## config.mk

```make
export PLATFORM = sky130hd
export DESIGN_NAME = onehot_decode_pipe
export DESIGN_NICKNAME = d
export VERILOG_FILES = /design/src/rtl/onehot_decode_pipe.sv
export SDC_FILE = /design/constraint.sdc
export NUM_CORES = 1
export LEC_CHECK = 0
export CORE_ASPECT_RATIO = 1.5
export CORE_UTILIZATION = 25
export CTS_BUF_LIST = sky130_fd_sc_hd__clkbuf_4
export DETAILED_ROUTE_END_ITERATION = 10
export HOLD_SLACK_MARGIN = 0.15
export PLACE_DENSITY = 0.54
export SLEW_MARGIN = 30
export SYNTH_ARGS = -nofsm -noshare
export SYNTH_HDL_FRONTEND = slang
export SYNTH_SLANG_ARGS = --single-unit
```

## constraint.sdc

```tcl
create_clock -name clk -period 2.05 [get_ports clk]
set_clock_uncertainty 0.1 [all_clocks]
set_input_delay 0.3075 -clock clk [delete_from_list [all_inputs] [get_ports clk]]
set_output_delay 0.3075 -clock clk [all_outputs]
set_load 0.02 [all_outputs]
```

## src/rtl/onehot_decode_pipe.sv

```systemverilog
// Index-to-vector decoder feeding a 2-entry output FIFO; result visible 1 cycle after acceptance.
// Backpressure: in_ready drops when both FIFO entries are full. THERMO_MODE_EN enables thermometer decode.
module onehot_decode_pipe #(
    parameter int ENC_W = 3,
    parameter int DEC_W = 2**ENC_W
) (
    input  logic             clk,
    input  logic             rst_n,
    input  logic             in_valid,
    output logic             in_ready,
    input  logic [ENC_W-1:0] in_enc,
    input  logic             in_en,
    input  logic             in_mode,
    output logic             out_valid,
    input  logic             out_ready,
    output logic [DEC_W-1:0] out_dec,
    output logic [15:0]      out_cnt
);

    logic [DEC_W-1:0] r_mem [2];
    logic             r_wr_ptr;
    logic             r_rd_ptr;
    logic [1:0]       r_occ;
    logic             r_live;
    logic [15:0]      r_cnt;

    logic             w_push;
    logic             w_pop;
    logic [DEC_W-1:0] w_dec;

    // r_live keeps in_ready low during reset and on the edge where reset releases.
    assign in_ready  = r_live && (r_occ < 2'd2);
    assign out_valid = (r_occ != 2'd0);
    assign out_dec   = out_valid ? r_mem[r_rd_ptr] : '0;
    assign out_cnt   = r_cnt;

    assign w_push = in_valid && in_ready;
    assign w_pop  = out_valid && out_ready;

`ifdef THERMO_MODE_EN
    always_comb begin
        w_dec = '0;
        if (in_en) begin
            if (in_mode) begin
                for (int i = 0; i < DEC_W; i++) begin
                    w_dec[i] = (i <= int'(in_enc));
                end
            end else begin
                w_dec[in_enc] = 1'b1;
            end
        end
    end
`else
    logic w_unused_mode;
    assign w_unused_mode = in_mode;

    always_comb begin
        w_dec = '0;
        if (in_en) begin
            w_dec[in_enc] = 1'b1;
        end
    end
`endif

    always_ff @(posedge clk or negedge rst_n) begin
        if (!rst_n) begin
            r_live <= 1'b0;
        end else begin
            r_live <= 1'b1;
        end
    end

    always_ff @(posedge clk or negedge rst_n) begin
        if (!rst_n) begin
            r_mem[0] <= '0;
            r_mem[1] <= '0;
            r_wr_ptr <= 1'b0;
            r_rd_ptr <= 1'b0;
            r_occ    <= 2'd0;
        end else begin
            if (w_push) begin
                r_mem[r_wr_ptr] <= w_dec;
                r_wr_ptr        <= ~r_wr_ptr;
            end
            if (w_pop) begin
                r_rd_ptr <= ~r_rd_ptr;
            end
            case ({w_push, w_pop})
                2'b10:   r_occ <= r_occ + 2'd1;
                2'b01:   r_occ <= r_occ - 2'd1;
                default: r_occ <= r_occ;
            endcase
        end
    end

    always_ff @(posedge clk or negedge rst_n) begin
        if (!rst_n) begin
            r_cnt <= 16'h0000;
        end else if (w_pop) begin
            r_cnt <= r_cnt + 16'h0001;
        end
    end

endmodule

```

## Word-level counts from Yosys, hierarchy flattened

Index checks and enable logic that the tools add are counted.

| storage, ports and cells | value |
|---|---|
| register bits after elaboration | 37 |
| bits of input ports | 9 |
| output and inout bits | 26 |

| operators by class | value |
|---|---|
| $add $sub $neg | 3 |
| magnitude comparators | 6 |
| eq/ne operators | 2 |
| mux-type cells | 11 |
| bitwise logic cells | 4 |
| reductions and logical operators | 7 |

Operator list:

| operator | number |
|---|---|
| 2-to-1 mux 8 bit | 6 |
| adder 16 x 1 -> 16 bit (second input constant) | 1 |
| bitwise mux 16 bit | 1 |
| demux 8 bit (select 1 bit) | 1 |
| logical AND 1 bit | 5 |
| greater-or-equal comparator 2 bit (second input constant) | 2 |
| less-than comparator 3 x 4 -> 1 bit (second input constant) | 1 |
| inverter 1 -> 2 bit | 2 |
| one-hot mux 2 bit (2 select lines) | 1 |
| nonzero test 2 bit | 2 |
| demux 1 bit (select 3 bit) | 1 |
| greater-or-equal comparator 3 x 1 -> 1 bit (second input constant) | 1 |
| adder 2 x 1 -> 2 bit (second input constant) | 1 |
| == test 2 x 1 -> 1 bit (second input constant) | 1 |
| == test 2 bit (second input constant) | 1 |
| less-than comparator 2 x 1 -> 1 bit (second input constant) | 1 |
| less-than comparator 2 bit (second input constant) | 1 |
| inverter 1 bit | 2 |
| subtractor 2 x 1 -> 2 bit (second input constant) | 1 |
| 2-to-1 mux 1 bit | 1 |

## Longest topological paths before layout

Gate-level depths: netlist (run 1).

| logic depth | value |
|---|---|
| depth after elaboration | 6 |
| mapped depth | 7 |
| depth with buffers taken out | 6 |

## Least setup slack after synthesis (run 1)

OpenSTA, ideal clock, no wires.

| timing path | value |
|---|---|
| path type | register -> register |
| start | register r_occ[1] |
| end | register r_occ[1] |
| setup time | 79 ps |
| arrival | 1358 ps |
| path slack | 513 ps |
| cell stages (with the launch flop) | 7 |
| path buffers | 1 |
| period minus slack after synthesis | 1537 ps |
| cell sequence | dfrtp_1 -> buf_6 -> o21ai_4 -> inv_1 -> ha_1 -> nor2_1 -> xor2_1 |

RTL lines:

| what | line | source |
|---|---|---|
| start: declaration | 23 | `logic [1:0] r_occ;` |
| start signal: assignment | 89 | `2'b10: r_occ <= r_occ + 2'd1;` |
| start signal: assignment | 90 | `2'b01: r_occ <= r_occ - 2'd1;` |
| start signal: assignment | 91 | `default: r_occ <= r_occ;` |
| nonzero test 2 bit * | 33 | `assign out_valid = (r_occ != 2'd0);` |
| logical AND 1 bit * | 38 | `assign w_pop = out_valid && out_ready;` |
| net w_pop | 28 | `logic w_pop;` |
| == test 2 x 1 -> 1 bit or == test 2 bit (tied branches) | 88 | `case ({w_push, w_pop})` |
| one-hot mux 2 bit (2 select lines) or nonzero test 2 bit (tied branches) | -- |  |

Mark *: on every way through the listed nets, which the timed path passes. The rest lies on a longest branch.
A chain may end at the register's enable or synchronous reset.

## Final worst setup path (run 1)

| timing path | value |
|---|---|
| start | register r_rd_ptr |
| end | output port out_dec[7] |

| between the ends | value |
|---|---|
| longest elaborated chain between the ends | 5 |

Ends and longest elaborated chain:

| what | line | source |
|---|---|---|
| start: declaration | 22 | `logic r_rd_ptr;` |
| start signal: assignment | 86 | `r_rd_ptr <= ~r_rd_ptr;` |
| inverter 1 -> 2 bit (not written as such) | 34 | `assign out_dec = out_valid ? r_mem[r_rd_ptr] : '0;` |
| 2-to-1 mux 8 bit (not written as such) (3 in series) | 34 |  |
| 2-to-1 mux 8 bit | 34 |  |
| end: declaration | 16 | `output logic [DEC_W-1:0] out_dec,` |

Every way passes these cells. The select of a mux whose other input is x is not followed.

==> results of run 1 <==
==> power breakdown <==
| group | total [W] | internal [W] | switching [W] |
|---|---|---|---|
| sequential | 0.00106 | 0.000904 | 0.000151 |
| clock | 0.000493 | 0.000248 | 0.000245 |
| combinational | 0.000974 | 0.000469 | 0.000505 |
| total | 0.00252 | 0.00162 | 0.000901 |
==> what timing repair did <==
item / CTS / global route
buffers inserted: 0 / 0
pin swaps: 0 / 0
endpoints found under the setup margin: 9 / 3
gates resized for setup: 9 / 3
==> per-stage QoR <==
step | power [W] | setup WS [ns] | utilization [%] | instance area [um^2] | hold slack, ns
finish | 0.00252 | 0.143 | 34.0 | 2230 | 0.282
global route | 0.00270 | 0.0287 | 34.0 | 2230 | 0.317
floorplan | 0.00168 | 0.513 | - | 1720 | -0.0881
CTS | 0.00256 | 0.0318 | 33.9 | 2230 | 0.298
global placement | 0.00208 | 0.180 | 33.0 | 2170 | 0.362
detailed placement | 0.00209 | 0.185 | 33.0 | 2170 | 0.370
==> cells by family after synthesis <==
group | after synthesis | share of synthesized area, %
mux | 9 | 5.31
other cells | 1 | 0.218
simple gates | 65 | 19.4
xor+xnor | 19 | 9.68
compound gates | 18 | 6.55
buf+inv | 9 | 3.57
flops | 37 | 53.9
fa+ha+maj | 2 | 1.46
==> worst reg2reg max path: stages, from the launching register on <==
cell and delay (ns):
dfrtp_1 0.39, buf_4 0.17, o21ai_4 0.27, inv_1 0.08
ha_1 0.21, xnor2_1 0.16, nor2_1 0.06, xor2_1 0.13
==> cells in the mapped netlist <==
master    count  area (um^2)
dfrtp_1      37          926
nand4_1       5         31.3
conb_1        1         3.75
o21ai_2       1         8.76
nand3_1       9         45.0
o21ai_4       1         16.3
inv_1         3         11.3
nor3_2        1         10.0
xor2_1        3         26.3
xnor2_1      16          140
or2_0         1         6.26
and3_1        4         25.0
mux2i_1       8         80.1
o211ai_2      1         12.5
buf_2         1         5.00
nand2_1      27          101
nor2b_1       3         18.8
buf_4         1         7.51
nor2b_2       1         8.76
o21ai_1       1         5.00
o21ai_0      14         70.1
mux2_2        1         11.3
clkbuf_1      1         3.75
nor2_1       12         45.0
buf_6         3         33.8
nand3b_4      1         20.0
nor4_4        1         21.3
ha_1          2         25.0
==> worst max-delay path by stage <==
| stage | endpoint | depth (start not counted) | slack [ns] |
|---|---|---|---|
| 6_report | out_dec[7] | 4 | 0.14 |
| 3_5_place_dp | out_cnt[15]$_DFFE_PN0P_ | 5 | 0.19 |
| 3_3_place_gp | out_cnt[15]$_DFFE_PN0P_ | 5 | 0.18 |
| 4_1_cts | out_valid | 4 | 0.03 |
| 2_1_floorplan | r_occ[1]$_DFFE_PN0P_ | 6 | 0.51 |
| 5_1_grt | out_dec[0] | 4 | 0.03 |
==> layer usage <==
| metal | GRT usage [%] | up-vias | wire length [um] |
|---|---|---|---|
| met5 | 0 | - | 0 |
| met4 | 3.86 | 0 | 50 |
| met3 | 3.11 | 6 | 159 |
| met2 | 17.2 | 29 | 1680 |
| met1 | 12.0 | 583 | 1480 |
| li1 | - | 613 | - |
==> layout make-up <==
| cell class | count | area [um^2] |
|---|---|---|
| clock buffer | 5 | 37.5 |
| clock inverter | 2 | 35.0 |
| fill | 688 | 4340 |
| inverter | 3 | 11.3 |
| multi-input combinational | 114 | 732 |
| sequential | 37 | 927 |
| tap | 76 | 95.1 |
| timing repair buffer | 41 | 395 |
==> flip-flops by register name, indices dropped and copies added, names as in the netlist <==
| name | count |
|---|---|
| r_mem | 16 |
| r_occ | 2 |
| out_cnt | 16 |
| r_live | 1 |
| r_wr_ptr | 1 |
| r_rd_ptr | 1 |
==> flow_summary.yaml, run 1 <==
clock_tree:
  root_buffer: "clkbuf_4"
  cts_tree: "built"
  cts_hold_buf: 0
  cts.sinks: 37
  cts_buffers: 5
  clkLatencyLatePin_ns: 0.34
  clk_pin_slew_ns: 0.12
  clockBufferDepth: 2
  htreeDepth: 2
global_routing:
  grt_pass1_wl_um: 5810
  grt_pass1_vias: 1212
  grt_max_degree: 38
  antenna_found_initial: 0
  grt_usage_pct: 10.2
  grt_overflow: 0
worst_setup_path:
  path_max_fanout: 4
  required_ns: 1.64
  critPathKind: "reg2out"
  worstPathCellList: "buf_4, mux2i_1, nor2_1, dlygate4sd2_1"
  arrival_ns: 1.50
  rr_worst_depth: 7
  r2r_end: "r_occ[1]$_DFFE_PN0P_"
  critPathBufInv: 2
  slowest_stage: "dfrtp_2"
  start_kind: "flip-flop"
  critPathMaxStageDelay_ns: 0.46
  startpoint: "r_rd_ptr$_DFFE_PN0P_"
  r2r_start: "r_occ[1]$_DFFE_PN0P_"
  path_delay_family: "buffers and inverters"
  r2r_setup_slack_ns: 0.37
  endpoint_kind: "primary output"
routing:
  wl_um: 3370
  vias: 1231
  drt_pass1_iterations: 3
  wire_per_inst_um: 12.1
  ant_nets: 0
  drt_iter0_markers: 59
  viasPerCell: 4.43
  post-route-drc-count: 0
sta:
  finalSetupViolCount: 0
  maxSlewViolCount: 0
  period_share_pct: 93.0
  hold_viol_final: 0
  fin_crit_ns: 1.91
  max_freq_mhz: 524
  grt_setup_unrepaired: "false"
  final.setup.tns_ns: 0
cells_and_area:
  layout_commonest_cell: "dfrtp_1"
  layout_common_cells: "36 x dfrtp_1, 27 x nand2_1, 23 x clkdlybuf4s50_1"
  drive_gt1_share_pct: 11.9
  finalNetCount: 213
  stdcell_count: 278
  areaGrowthSynthToFinish_pct: 29.9
  diodes: 0
placed_design:
  gp_congestion: 0.675
  dp.cells: 271
  port-buffer-count: 33
  dpl.hpwl_um: 2440
synthesis:
  synth_seq_cells: 37
  syn-instance-count: 160
  synth_seq_area_share_pct: 53.9
  syn_avg_cell_area_um2: 10.7
  synth.distinct_cells: 28
  syn-num-nets: 171
  synth.cell_area_um2: 1720
  yosys_warnings: 0
status:
  status: "completed"
floorplan:
  die_h_um: 104
  dieArea_um2: 7220
  die_w_um: 69.7
  start_util_pct: 26.1
  ios: 35
  row_count: 36
  core_um2: 6580
hold_path:
  hp-class: "in2async"
power_and_ir_drop:
  leakagePower_nw: 1.03
  ir_worst_vdd_mv: 0.405
  powerDensity_nw_per_um2: 1130
job:
  maxCapViolCount: 0
No activity file was read; power rests on OpenSTA's default activity.
==> run 2, diff against run 1 <==
--- a/config.mk
+++ b/config.mk
@@ -15,3 +15,4 @@
 export SYNTH_ARGS = -nofsm -noshare
 export SYNTH_HDL_FRONTEND = slang
 export SYNTH_SLANG_ARGS = --single-unit
+export TNS_END_PERCENT = 5
==> results of run 2 <==
Final layout, timing and power as in run 1 (identical DEF).
==> run 3, diff against run 2 <==
--- a/config.mk
+++ b/config.mk
@@ -11,6 +11,7 @@
 export DETAILED_ROUTE_END_ITERATION = 10
 export HOLD_SLACK_MARGIN = 0.15
 export PLACE_DENSITY = 0.54
+export SKIP_LAST_GASP = 1
 export SLEW_MARGIN = 30
 export SYNTH_ARGS = -nofsm -noshare
 export SYNTH_HDL_FRONTEND = slang
==> run 3 against run 2 <==
Compared with the run above: critical path depth did not move; largest power group unchanged; non-clock buffer count did not move; routed wire length did not move; critical path type unchanged; the run now ends with setup timing left; final area rose by 0.34%; flip-flop and latch count did not move; clock power barely moved; sequential share of layout area fell by 0.19 points.
==> flow_summary.yaml, run 3 (synthesized netlist as in run 1, its figures left out) <==
floorplan:
  core_um2: 6580
  start_util_pct: 26.1
  row_count: 36
  die_w_um: 69.7
  dieArea_um2: 7220
  die_h_um: 104
  ios: 35
power_and_ir_drop:
  ir_worst_vdd_mv: 0.409
  leakagePower_nw: 1.02
  powerDensity_nw_per_um2: 1140
  p_total_w: 0.00255
worst_setup_path:
  worstPathCellList: "buf_4, mux2i_1, nor2_1, clkdlybuf4s50_1"
  slowest_stage: "clkdlybuf4s50_1"
  path_delay_family: "buffers and inverters"
  rr_worst_depth: 7
  arrival_ns: 1.78
  critPathBufInv: 2
  path_max_fanout: 4
  r2r_start: "r_occ[1]$_DFFE_PN0P_"
  required_ns: 1.64
  r2r_setup_slack_ns: 0.37
  worst-path-stages: 4
  startpoint: "r_rd_ptr$_DFFE_PN0P_"
  start_kind: "flip-flop"
  critPathKind: "reg2out"
  endpoint_kind: "primary output"
  critPathMaxStageDelay_ns: 0.61
  crit_end: "out_dec[1]"
  r2r_end: "r_occ[1]$_DFFE_PN0P_"
global_routing:
  grt-busiest-layer: "met2"
  grt_use_met1_pct: 12.0
  grt_max_degree: 38
  antenna_found_initial: 0
  grt_usage_pct: 10.2
  grt_use_met2_pct: 17.2
  grt_pass1_vias: 1212
  grt_overflow: 0
  met3_usage_pct: 3.11
  grt_pass1_wl_um: 5810
cells_and_area:
  drive_gt1_share_pct: 11.4
  diodes: 0
  layout_commonest_cell: "dfrtp_1"
  stdcell_count: 278
  finalNetCount: 213
  layout_common_cells: "37 x dfrtp_1, 31 x clkdlybuf4s50_1, 27 x nand2_1"
  areaGrowthSynthToFinish_pct: 30.3
sta:
  maxSlewViolCount: 0
  finalSetupViolCount: 5
  hold_viol_final: 0
  fin_crit_ns: 2.19
  setup_ws_ns: -0.140
  max_freq_mhz: 457
  whs_ns: 0.282
  period_share_pct: 107
  grt_setup_unrepaired: "true"
clock_tree:
  cts_setup_buffers: 0
  clockBufferDepth: 2
  clkLatencyLatePin_ns: 0.34
  cts.sinks: 37
  cts_tree: "built"
  root_buffer: "clkbuf_4"
  htreeDepth: 2
  clk_pin_slew_ns: 0.12
  cts_buffers: 5
routing:
  drt_pass1_iterations: 3
  drt_iter0_markers: 59
  vias: 1231
  post-route-drc-count: 0
  ant_nets: 0
  wire_per_inst_um: 12.1
  viasPerCell: 4.43
  wl_um: 3370
placed_design:
  port-buffer-count: 33
  dp.cells: 271
  gp_congestion: 0.675
  pre_cts_slack_ns: 0.185
  dpl.hpwl_um: 2440
status:
  status: "complete, but fails checks"
  violations: "setup timing"
job:
  maxCapViolCount: 0
hold_path:
  hp-class: "in2async"
==> run 3: changes by cell type in the layout (fill, tap and decap cells not counted) <==
cell / before / now
dfrtp_1: 36 / 37
dfrtp_2: 1 / 0
clkdlybuf4s50_1: 23 / 31
dlygate4sd2_1: 8 / 1
clkdlybuf4s15_1: 1 / 0
==> run 3: timing repair <==
| action | CTS | global route |
|---|---|---|
| setup endpoints to repair | 9 | 10 |
| endpoints found under the hold margin | 0 | 0 |
| resized for setup | 1 | 1 |
| hold buffers | 0 | 0 |
==> run 3: power breakdown <==
| group | switching [W] | total, W | leakage (nW) | internal [W] |
|---|---|---|---|---|
| clock network | 0.000245 | 0.000493 | 0.0410 | 0.000248 |
| logic | 0.000507 | 0.00100 | 0.483 | 0.000495 |
| registers | 0.000151 | 0.00105 | 0.492 | 0.000902 |
| total | 0.000902 | 0.00255 | 1.02 | 0.00165 |
==> run 3: worst min-delay path by stage <==
stage,from,to,slack (ns)
after floorplan,rst_n,out_cnt[0]$_DFFE_PN0P_,-0.09
after CTS,rst_n,r_mem[10]$_DFFE_PN0P_,0.30
after global routing,rst_n,out_cnt[8]$_DFFE_PN0P_,0.32
final,rst_n,out_cnt[6]$_DFFE_PN0P_,0.28
after detailed placement,r_mem[8]$_DFFE_PN0P_,r_mem[8]$_DFFE_PN0P_,0.37
after global placement,r_mem[3]$_DFFE_PN0P_,r_mem[3]$_DFFE_PN0P_,0.36
==> run 3: final cells by class <==
type / instances / area [um^2]
Fill cell: 683 / 4340
Sequential cell: 37 / 926
Multi-Input combinational cell: 114 / 732
Timing Repair Buffer: 41 / 404
Tap cell: 76 / 95.1
Clock buffer: 5 / 37.5
Clock inverter: 2 / 35.0
Inverter: 3 / 11.3
==> run 3: worst register-to-register path: cells and delay by family (launching register included) <==
family	cells	cell delay [ns]
flops	1	0.39
xor+xnor	2	0.29
fa+ha+maj	1	0.21
buf+inv	2	0.25
compound gates	1	0.27
simple gates	1	0.06
==> run 3: routing by layer <==
metal / routed length [um] / up-vias / part of all wire (%)
met5: 0 / - / 0
met2: 1680 / 29 / 50
met3: 159 / 6 / 4.7
met4: 50 / 0 / 1.5
li1: - / 613 / -
met1: 1480 / 583 / 44
==> run 3: metrics by stage <==
| step | TNS [ns] | area [um^2] | util [%] |
|---|---|---|---|
| floorplan | 0 | 1720 | - |
| global placement | 0 | 2170 | 33.0 |
| detailed placement | 0 | 2170 | 33.0 |
| CTS | -0.955 | 2240 | 34.0 |
| global route | -1.34 | 2240 | 34.1 |
| finish | -0.502 | 2240 | 34.1 |
